--- config.mk ---
export PLATFORM = sky130hd
export DESIGN_NAME = mdu_ctrl
export DESIGN_NICKNAME = d
export VERILOG_FILES = /design/src/rtl/mdu_ctrl_pkg.sv /design/src/rtl/mdu_ctrl_div_iter.sv /design/src/rtl/mdu_ctrl.sv
export SDC_FILE = /design/constraint.sdc
export NUM_CORES = 2
export LEC_CHECK = 0
export ABC_AREA = 1
export CAP_MARGIN = 15
export CORE_MARGIN = 1
export CORE_UTILIZATION = 31
export CTS_CLUSTER_DIAMETER = 60
export DETAILED_ROUTE_END_ITERATION = 10
export SLEW_MARGIN = 15
export SYNTH_ARGS = -nofsm -noshare
export SYNTH_HDL_FRONTEND = slang
export SYNTH_SLANG_ARGS = --single-unit
--- constraint.sdc ---
create_clock -name clk -period 9.15 [get_ports clk]
set_input_delay 1.3725 -clock clk [delete_from_list [all_inputs] [get_ports clk]]
set_output_delay 1.3725 -clock clk [all_outputs]
set_load 0.1 [all_outputs]
--- src/rtl/mdu_ctrl_pkg.sv ---
// mdu_ctrl_pkg: op encodings, sequencer states and divide step count shared by the MDU
package mdu_ctrl_pkg;
    typedef enum logic [2:0] {
        MDU_NOP   = 3'd0,
        MDU_MULT  = 3'd1,
        MDU_MULTU = 3'd2,
        MDU_DIV   = 3'd3,
        MDU_DIVU  = 3'd4,
        MDU_MTHI  = 3'd5,
        MDU_MTLO  = 3'd6,
        MDU_RSVD  = 3'd7
    } mdu_op_e;
    typedef enum logic [2:0] {
        S_IDLE = 3'd0,
        S_MT   = 3'd1,
        S_MUL  = 3'd2,
        S_DIV  = 3'd3,
        S_DONE = 3'd4
    } mdu_state_e;
    localparam int DIV_STEPS = 32;
endpackage

--- src/rtl/mdu_ctrl_div_iter.sv ---
// div_iter: unsigned radix-2 restoring divider, one step per cycle after load
// q/r present the result of the step being taken this cycle, so the last step's outcome is usable before it commits
module div_iter #(
    parameter int W = 32
) (
    input  logic         clk,
    input  logic         rst,
    input  logic         load,
    input  logic [W-1:0] a,
    input  logic [W-1:0] b,
    output logic         busy,
    output logic [W-1:0] q,
    output logic [W-1:0] r
);
    localparam int CW = $clog2(W + 1);
    logic [W-1:0] rem, quo, div;
    logic [CW-1:0] left;
    logic [W:0] sh, diff;
    assign sh   = {rem, quo[W-1]};
    assign diff = sh - {1'b0, div};
    assign r    = diff[W] ? sh[W-1:0] : diff[W-1:0];
    assign q    = {quo[W-2:0], ~diff[W]};
    assign busy = left != '0;
    always_ff @(posedge clk) begin
        if (rst) begin
            rem  <= '0;
            quo  <= '0;
            div  <= '0;
            left <= '0;
        end else if (load) begin
            rem  <= '0;
            quo  <= a;
            div  <= b;
            left <= CW'(W);
        end else if (busy) begin
            rem  <= r;
            quo  <= q;
            left <= left - 1'b1;
        end
    end
endmodule

--- src/rtl/mdu_ctrl.sv ---
// mdu_ctrl: multiply/divide sequencer driving the single HI/LO write port
// Results land in hilo_hi/hilo_lo on entry to DONE; cancel gates the write pulse combinationally
module mdu_ctrl #(
    parameter int DATA_W     = 32,
    parameter int MUL_CYCLES = 2
) (
    input  logic              clk,
    input  logic              rst,
    input  logic              start,
    input  logic [2:0]        op,
    input  logic [DATA_W-1:0] opa,
    input  logic [DATA_W-1:0] opb,
    input  logic              cancel,
    input  logic [DATA_W-1:0] hi_cur,
    input  logic [DATA_W-1:0] lo_cur,
    output logic              hilo_we,
    output logic [DATA_W-1:0] hilo_hi,
    output logic [DATA_W-1:0] hilo_lo,
    output logic              busy,
    output logic              stall
);
    import mdu_ctrl_pkg::*;
    localparam int MD = MUL_CYCLES > 1 ? MUL_CYCLES - 1 : 1;
    mdu_op_e opc;
    mdu_state_e state;
    logic [5:0] cnt;
    logic q_neg, r_neg, b_zero, go, is_mt, is_div, mul_sgn, div_sgn, d_busy;
    logic [DATA_W-1:0] a_keep, abs_a, abs_b, dq, dr;
    logic [2*DATA_W-1:0] prod, mul_res;
    logic [2*DATA_W-1:0] pipe [MD];
    assign opc     = mdu_op_e'(op);
    assign go      = state == S_IDLE && start && !cancel && op != MDU_NOP && op != MDU_RSVD;
    assign is_mt   = opc == MDU_MTHI || opc == MDU_MTLO;
    assign is_div  = opc == MDU_DIV || opc == MDU_DIVU;
    assign mul_sgn = opc == MDU_MULT;
    assign div_sgn = opc == MDU_DIV;
    // sign-extend to full product width so one unsigned multiply serves MULT and MULTU
    assign prod    = {{DATA_W{mul_sgn & opa[DATA_W-1]}}, opa} * {{DATA_W{mul_sgn & opb[DATA_W-1]}}, opb};
    assign mul_res = MUL_CYCLES == 1 ? prod : pipe[MD-1];
    assign abs_a   = div_sgn && opa[DATA_W-1] ? -opa : opa;
    assign abs_b   = div_sgn && opb[DATA_W-1] ? -opb : opb;
    assign busy    = state != S_IDLE;
    assign hilo_we = state == S_DONE && !cancel;
    assign stall   = (state == S_IDLE && start && !cancel && op >= 3'd1 && op <= 3'd4) || (busy && !hilo_we);
    div_iter #(.W(DATA_W)) u_div (
        .clk  (clk),
        .rst  (rst),
        .load (go && is_div),
        .a    (abs_a),
        .b    (abs_b),
        .busy (d_busy),
        .q    (dq),
        .r    (dr)
    );
    always_ff @(posedge clk) begin
        if (rst) begin
            for (int i = 0; i < MD; i++) pipe[i] <= '0;
        end else begin
            pipe[0] <= prod;
            for (int i = 1; i < MD; i++) pipe[i] <= pipe[i-1];
        end
    end
    always_ff @(posedge clk) begin
        if (rst) begin
            state   <= S_IDLE;
            cnt     <= '0;
            hilo_hi <= '0;
            hilo_lo <= '0;
            q_neg   <= 1'b0;
            r_neg   <= 1'b0;
            b_zero  <= 1'b0;
            a_keep  <= '0;
        end else if (state != S_IDLE && cancel) begin
            state <= S_IDLE;
        end else begin
            case (state)
                S_IDLE: if (go) begin
                    cnt    <= 6'd1;
                    q_neg  <= div_sgn & (opa[DATA_W-1] ^ opb[DATA_W-1]);
                    r_neg  <= div_sgn & opa[DATA_W-1];
                    b_zero <= opb == '0;
                    a_keep <= opa;
                    if (is_mt) begin
                        hilo_hi <= opc == MDU_MTHI ? opa : hi_cur;
                        hilo_lo <= opc == MDU_MTLO ? opa : lo_cur;
                        state   <= S_DONE;
                    end else if (is_div) begin
                        state <= S_DIV;
                    end else if (MUL_CYCLES == 1) begin
                        {hilo_hi, hilo_lo} <= prod;
                        state <= S_DONE;
                    end else begin
                        state <= S_MUL;
                    end
                end
                S_MUL: begin
                    cnt <= cnt + 6'd1;
                    if (cnt == 6'(MUL_CYCLES - 1)) begin
                        {hilo_hi, hilo_lo} <= mul_res;
                        state <= S_DONE;
                    end
                end
                S_DIV: begin
                    cnt <= cnt + 6'd1;
                    if (d_busy && cnt == 6'(DIV_STEPS)) begin
                        hilo_lo <= b_zero ? '1 : (q_neg ? -dq : dq);
                        hilo_hi <= b_zero ? a_keep : (r_neg ? -dr : dr);
                        state   <= S_DONE;
                    end
                end
                default: state <= S_IDLE;
            endcase
        end
    end
endmodule

After elaboration in Yosys (flattened, before gate mapping)
Memories as Yosys holds them, arrays and structs flattened.
Cells that the tools add are included.
{ "totals": {"elab_cells": 116, "inputBits": 135, "register_bits": 210, "mem_count": 1, "mem_bits_rw": 64} }
{ "mem_list": {"columns": ["memory", "depth", "word_bits", "rd", "rd_clocked_by_memory_dff", "write_ports", "line", "rtl"], "rows": [
  ["pipe", 1, 64, 1, 0, 1, "mdu_ctrl.sv:30", "logic [2*DATA_W-1:0] pipe [MD];"]
]} }
{ "classes": {"order_cmp": 2, "muxes": 36, "multipliers": 1, "bitwise_logic": 7, "n_reduce_logical": 34, "add_sub_neg": 7, "n_eq_ne": 15} }
{ "op_table": {"columns": ["cell", "count"], "rows": [
  ["2-to-1 mux 32 bit", 19],
  ["one-hot mux 32 bit (3 select lines)", 2],
  ["negation 32 bit", 4],
  ["multiplier 33 x 33 -> 64 bit", 1],
  ["2-to-1 mux 64 bit", 1],
  ["OR reduction 64 bit", 1],
  ["subtractor 33 x 32 -> 33 bit", 1],
  ["logical NOT 32 bit", 1],
  ["2-to-1 mux 6 bit", 3],
  ["logical AND 1 bit", 13],
  ["equality test 3 bit (second input constant)", 4],
  ["2-to-1 mux 3 bit", 4],
  ["one-hot mux 6 bit (2 select lines)", 1],
  ["equality test 3 x 2 -> 1 bit (second input constant)", 3],
  ["one-hot mux 3 bit (3 select lines)", 1],
  ["AND reduction 3 bit", 3],
  ["nonzero test 3 bit", 3],
  ["inequality test 2 bit (second input constant)", 4],
  ["adder 6 x 1 -> 6 bit (second input constant)", 1],
  ["equality test 6 x 1 -> 1 bit (second input constant)", 1],
  ["equality test 6 bit (second input constant)", 1],
  ["AND reduction 6 bit", 1],
  ["nonzero test 6 bit", 1],
  ["OR reduction 2 bit", 3],
  ["13 further kinds", 25]
]} }

Depth between registers and ports, before layout
{ "depth": {"depth_word": 7, "mapped_depth": 36} }

Hierarchy
From an unflattened synthesis, not the netlist that was laid out.
{ "unflattened": {"hier_cells": 7859, "hier_area_um2": 57551.4} }
{ "modules_own_cells": {"columns": ["module", "area_per_inst_um2", "seq_area_each_um2", "cells_per_inst", "instances"], "rows": [
  ["mdu_ctrl", 50121.8, 3443.3, 6633, 1],
  ["div_iter", 7429.6, 2042.0, 1226, 1]
]} }

Least setup slack after synthesis
OpenSTA, ideal clock, no wires.
{ "synth_timing": {"path_type": "input port to flip-flop", "start": "input op[0]", "end": "memory pipe[0][63] (netlist name)", "setup_slack_ns": 0.473, "cell_stages": 29, "arrival_time_ns": 8.562, "t_required_ns": 9.035, "setup_time_ns": 0.115, "cell_sequence": "inv_1 -> nor3_1 -> inv_2 -> buf_1 -> nor2_1 -> fa_1 -> fa_1 -> fa_1 -> inv_1 -> fa_1 -> inv_1 -> fa_1 -> fa_1 -> inv_1 -> fa_1 -> fa_1 -> inv_1 -> ha_1 -> nand2_1 -> nor2_1 -> inv_1 -> nor2_1 -> nand2_1 -> o311ai_0 -> a21oi_1 -> o21ai_0 -> nand3_1 -> nand2_1 -> nor2_1"} }
{ "synth_via": {"elab_chain_len": 4} }
{ "synth_lines": {"columns": ["item", "line", "rtl"], "rows": [
  ["start, declared", "mdu_ctrl.sv:10", "input logic [2:0] op,"],
  ["equality test 3 x 1 -> 1 bit (*)", "mdu_ctrl.sv:35", "assign mul_sgn = opc == MDU_MULT;"],
  ["bitwise AND 1 bit", "mdu_ctrl.sv:38", "assign prod = {{DATA_W{mul_sgn & opa[DATA_W-1]}}, opa} * {{DATA_W{mul_sgn & opb[DATA_W-1]}}, opb};"],
  ["multiplier 33 x 33 -> 64 bit (*)", "mdu_ctrl.sv:38", null],
  ["2-to-1 mux 64 bit (no line) (*)", null, null],
  ["end, declared", "mdu_ctrl.sv:30", null]
]} }
Mark *: on every way between the ends. The rest lies on a longest branch, timed or not.

Worst setup path after layout
{ "layout_timing": {"start": "input op[0]", "end": "memory pipe[0][58] (netlist name)"} }
Same word-level chain as after synthesis.

==> impl_metrics.toml <==
[outcome]
status = "finished clean"

[place]
io_buffers = 201
dp_hpwl_mm = 181
place_congestion = 0.978
dp_slack_ps = -515
placedCellCount = 10100

[setup_path]
r2r_slack_ps = 3200
crit_path_max_incr_delay_ps = 540
r2r.worst_path.cells = 14
setup.worst_path.start = "op[0]"
path_max_fanout = 16
critPathLaunchType = "input pin"
r2r-start = "state[1]"
crit_path_end_kind = "register"
worst_ep_arrival_time_ps = 9290
crit_path_frequent_cell = "fa_1"
slowest_stage = "fa_1"
criticalPathCategory = "input pin to register"
cp-endpoint = "pipe[0][58]"
critPathRequiredTime_ps = 9660
r2r_end = "hilo_lo[14]"

[clock_tree]
clk_pin_slew_ps = 60
cts_buffer_depth = 3
cts_htree_levels = 1
cts_tree = "yes"
cts.sinks = 274
hold_buffers = 0
worstSkewPairLatency_ps = 610
numCtsBuffers = 30
root_buffer = "clkbuf_16"

[drt]
routedWlPerCell_microns = 21.7
vias_per_cell = 4.92
drtIter0Drc = 4493
dr.pass1.iters = 8
antenna_left = 0
vias = 49900
drcViolationCount = 0
totalWireLength_mm = 220

[cells_and_area]
areaGrowthSynthToFinish_pct = 15.5
nets = 9264
layout.cells.non_filler = 10100
drive_gt1_share_pct = 9.38

[timing]
max-slew-margin-rel_pct = 18.1
whs_ps = 467
drv_slew = 0
setup_viol = 0
fin_ws_ps = 372
fin_tns_setup_ps = 0
hold_viol_final = 0
clock_skew_ps = 33.8
post-route-period-util_pct = 95.9
worstMarginPinSlew_ps = 1220
rsz0062_at_grt = "no"
fmax_ghz = 0.114
period_needed_ps = 8780

[floorplan]
core-area_sq_um = 179000
ios = 202
rows = 155
dieWidth_microns = 427
die_y_microns = 427
start_util_pct = 31.2
die_area_sq_um = 182000

[global_routing]
antenna_found_initial = 23
overflow = 0
groute.usage.overall_pct = 24.1
grt_start_max_net_pins = 79
grt_pass1_vias = 51300
grt_pass1_wl_mm = 328

[yosys]
syn_area_sq_um = 55900
async_reset_ff_share_pct = 0
ys_ff_latch = 274
ys.flop_type = "dfxtp_1"
syn_nets = 8925
ys_seq_area_share_pct = 9.82
synth_area_per_cell_sq_um = 7.54
synth-edff-count = 0
synth_cell_types = 63
syn-instance-count = 7411
ys.warnings.count = 0

[flow_run]
maxCapViolCount = 0

[worst_hold_path]
min_path_type = "register to register"
logic make-up after synthesis:
| group | share of synthesized area (%) |
|---|---|
| compound gates | 9.95 |
| xor+xnor | 1.24 |
| fa+ha+maj | 46.0 |
| buf+inv | 15.7 |
| flops | 9.82 |
| simple gates | 17.3 |
critical path, delay by kind of cell:
kind            cells  cell delay [ps]
simple gates       10             1290
fa+ha+maj           9             4160
compound gates      5              810
buf+inv            11             1650
sequential cells by signal, summed over array words and instances, names as in the netlist, 32 cells and up:
register,cells
u_div.quo,32
hilo_hi,32
pipe,64
u_div.rem,32
u_div.div,32
a_keep,32
hilo_lo,32
layer usage:
| layer | wire length (microns) | vias to the layer above | track usage [%] |
|---|---|---|---|
| met5 | 19 | - | 0 |
| met4 | 11500 | 2 | 10.5 |
| met3 | 16700 | 414 | 3.11 |
| li1 | - | 22500 | - |
| met1 | 88700 | 24900 | 31.0 |
| met2 | 103000 | 2011 | 40.4 |
synthesized netlist by cell type, drive strengths merged (2+ instances only):
| cell type | instances | share of area [%] |
|---|---|---|
| and3 | 4 | 0.045 |
| or2 | 15 | 0.17 |
| nand3b | 6 | 0.081 |
| nand4 | 21 | 0.24 |
| o22ai | 45 | 0.50 |
| nor3 | 59 | 0.63 |
| o211ai | 28 | 0.38 |
| nor3b | 2 | 0.036 |
| nand2 | 1762 | 12 |
| o21bai | 8 | 0.11 |
| a21oi | 393 | 3.6 |
| o21a | 20 | 0.27 |
| clkinv | 6 | 0.040 |
| a21o | 12 | 0.16 |
| buf | 103 | 0.80 |
| a21boi | 3 | 0.040 |
| nand3 | 150 | 1.4 |
| xnor2 | 41 | 0.64 |
| a221oi | 4 | 0.063 |
| nor2 | 326 | 2.3 |
| o31ai | 7 | 0.094 |
| nor4 | 10 | 0.11 |
| o221ai | 3 | 0.047 |
| and2 | 6 | 0.067 |
| a41oi | 10 | 0.16 |
| fa | 1126 | 40 |
| xor2 | 38 | 0.60 |
| o21ai | 337 | 3.1 |
| a2111oi | 3 | 0.047 |
| clkbuf | 289 | 1.9 |
| a31oi | 71 | 0.79 |
| dfxtp | 274 | 9.8 |
| inv | 1928 | 13 |
| ha | 253 | 5.7 |
| a211oi | 39 | 0.52 |
cell type report:
cell class	instances	area [sq um]
diodes	17	42.5
clock buffers	36	825
clock inverters	17	201
fillers	18900	114000
inverters	1934	7270
multi-input cells	4811	41700
flip-flops and latches	274	5490
well taps	2355	2950
repair buffers	699	6040
worst min-delay path by stage:
| stage | from | endpoint | cells past startpoint |
|---|---|---|---|
| after global routing | u_div.left[0] | u_div.left[0] | 2 |
| after CTS | u_div.left[0] | u_div.left[0] | 2 |
| after detailed placement | u_div.left[0] | u_div.left[0] | 2 |
| final | u_div.left[0] | u_div.left[0] | 2 |
| after floorplan | u_div.div[6] | u_div.div[6] | 2 |
| after global placement | u_div.left[0] | u_div.left[0] | 2 |
what timing repair did:
action | 4_1_cts | 5_1_grt
gates resized for setup | 0 | 23
setup buffers | 0 | 3
setup endpoints to repair | 0 | 12
cell usage in the layout, fill, tap and decap left out, types with 42 or more instances in the layout:
cell,netlist,final
a21oi_1,387,385
a31oi_1,71,67
buf_12,1,42
buf_2,10,50
buf_4,4,454
clkdlybuf4s50_1,0,151
dfxtp_1,274,273
fa_1,1126,1124
ha_1,253,253
inv_1,1921,1917
nand2_1,1725,1723
nand3_1,143,142
nor2_1,308,304
nor3_1,48,45
o21ai_0,318,317
o22ai_1,45,45
per-stage QoR:
step,cell area [sq um],utilization [%]
after global routing,64500,36.1
after floorplan,55900,-
after CTS,64400,36.0
final,64500,36.1
after detailed placement,63300,35.4
after global placement,63300,35.4
Power is not shown: default switching activity piles up to over one toggle a cycle in this logic, so the estimate is an artifact.
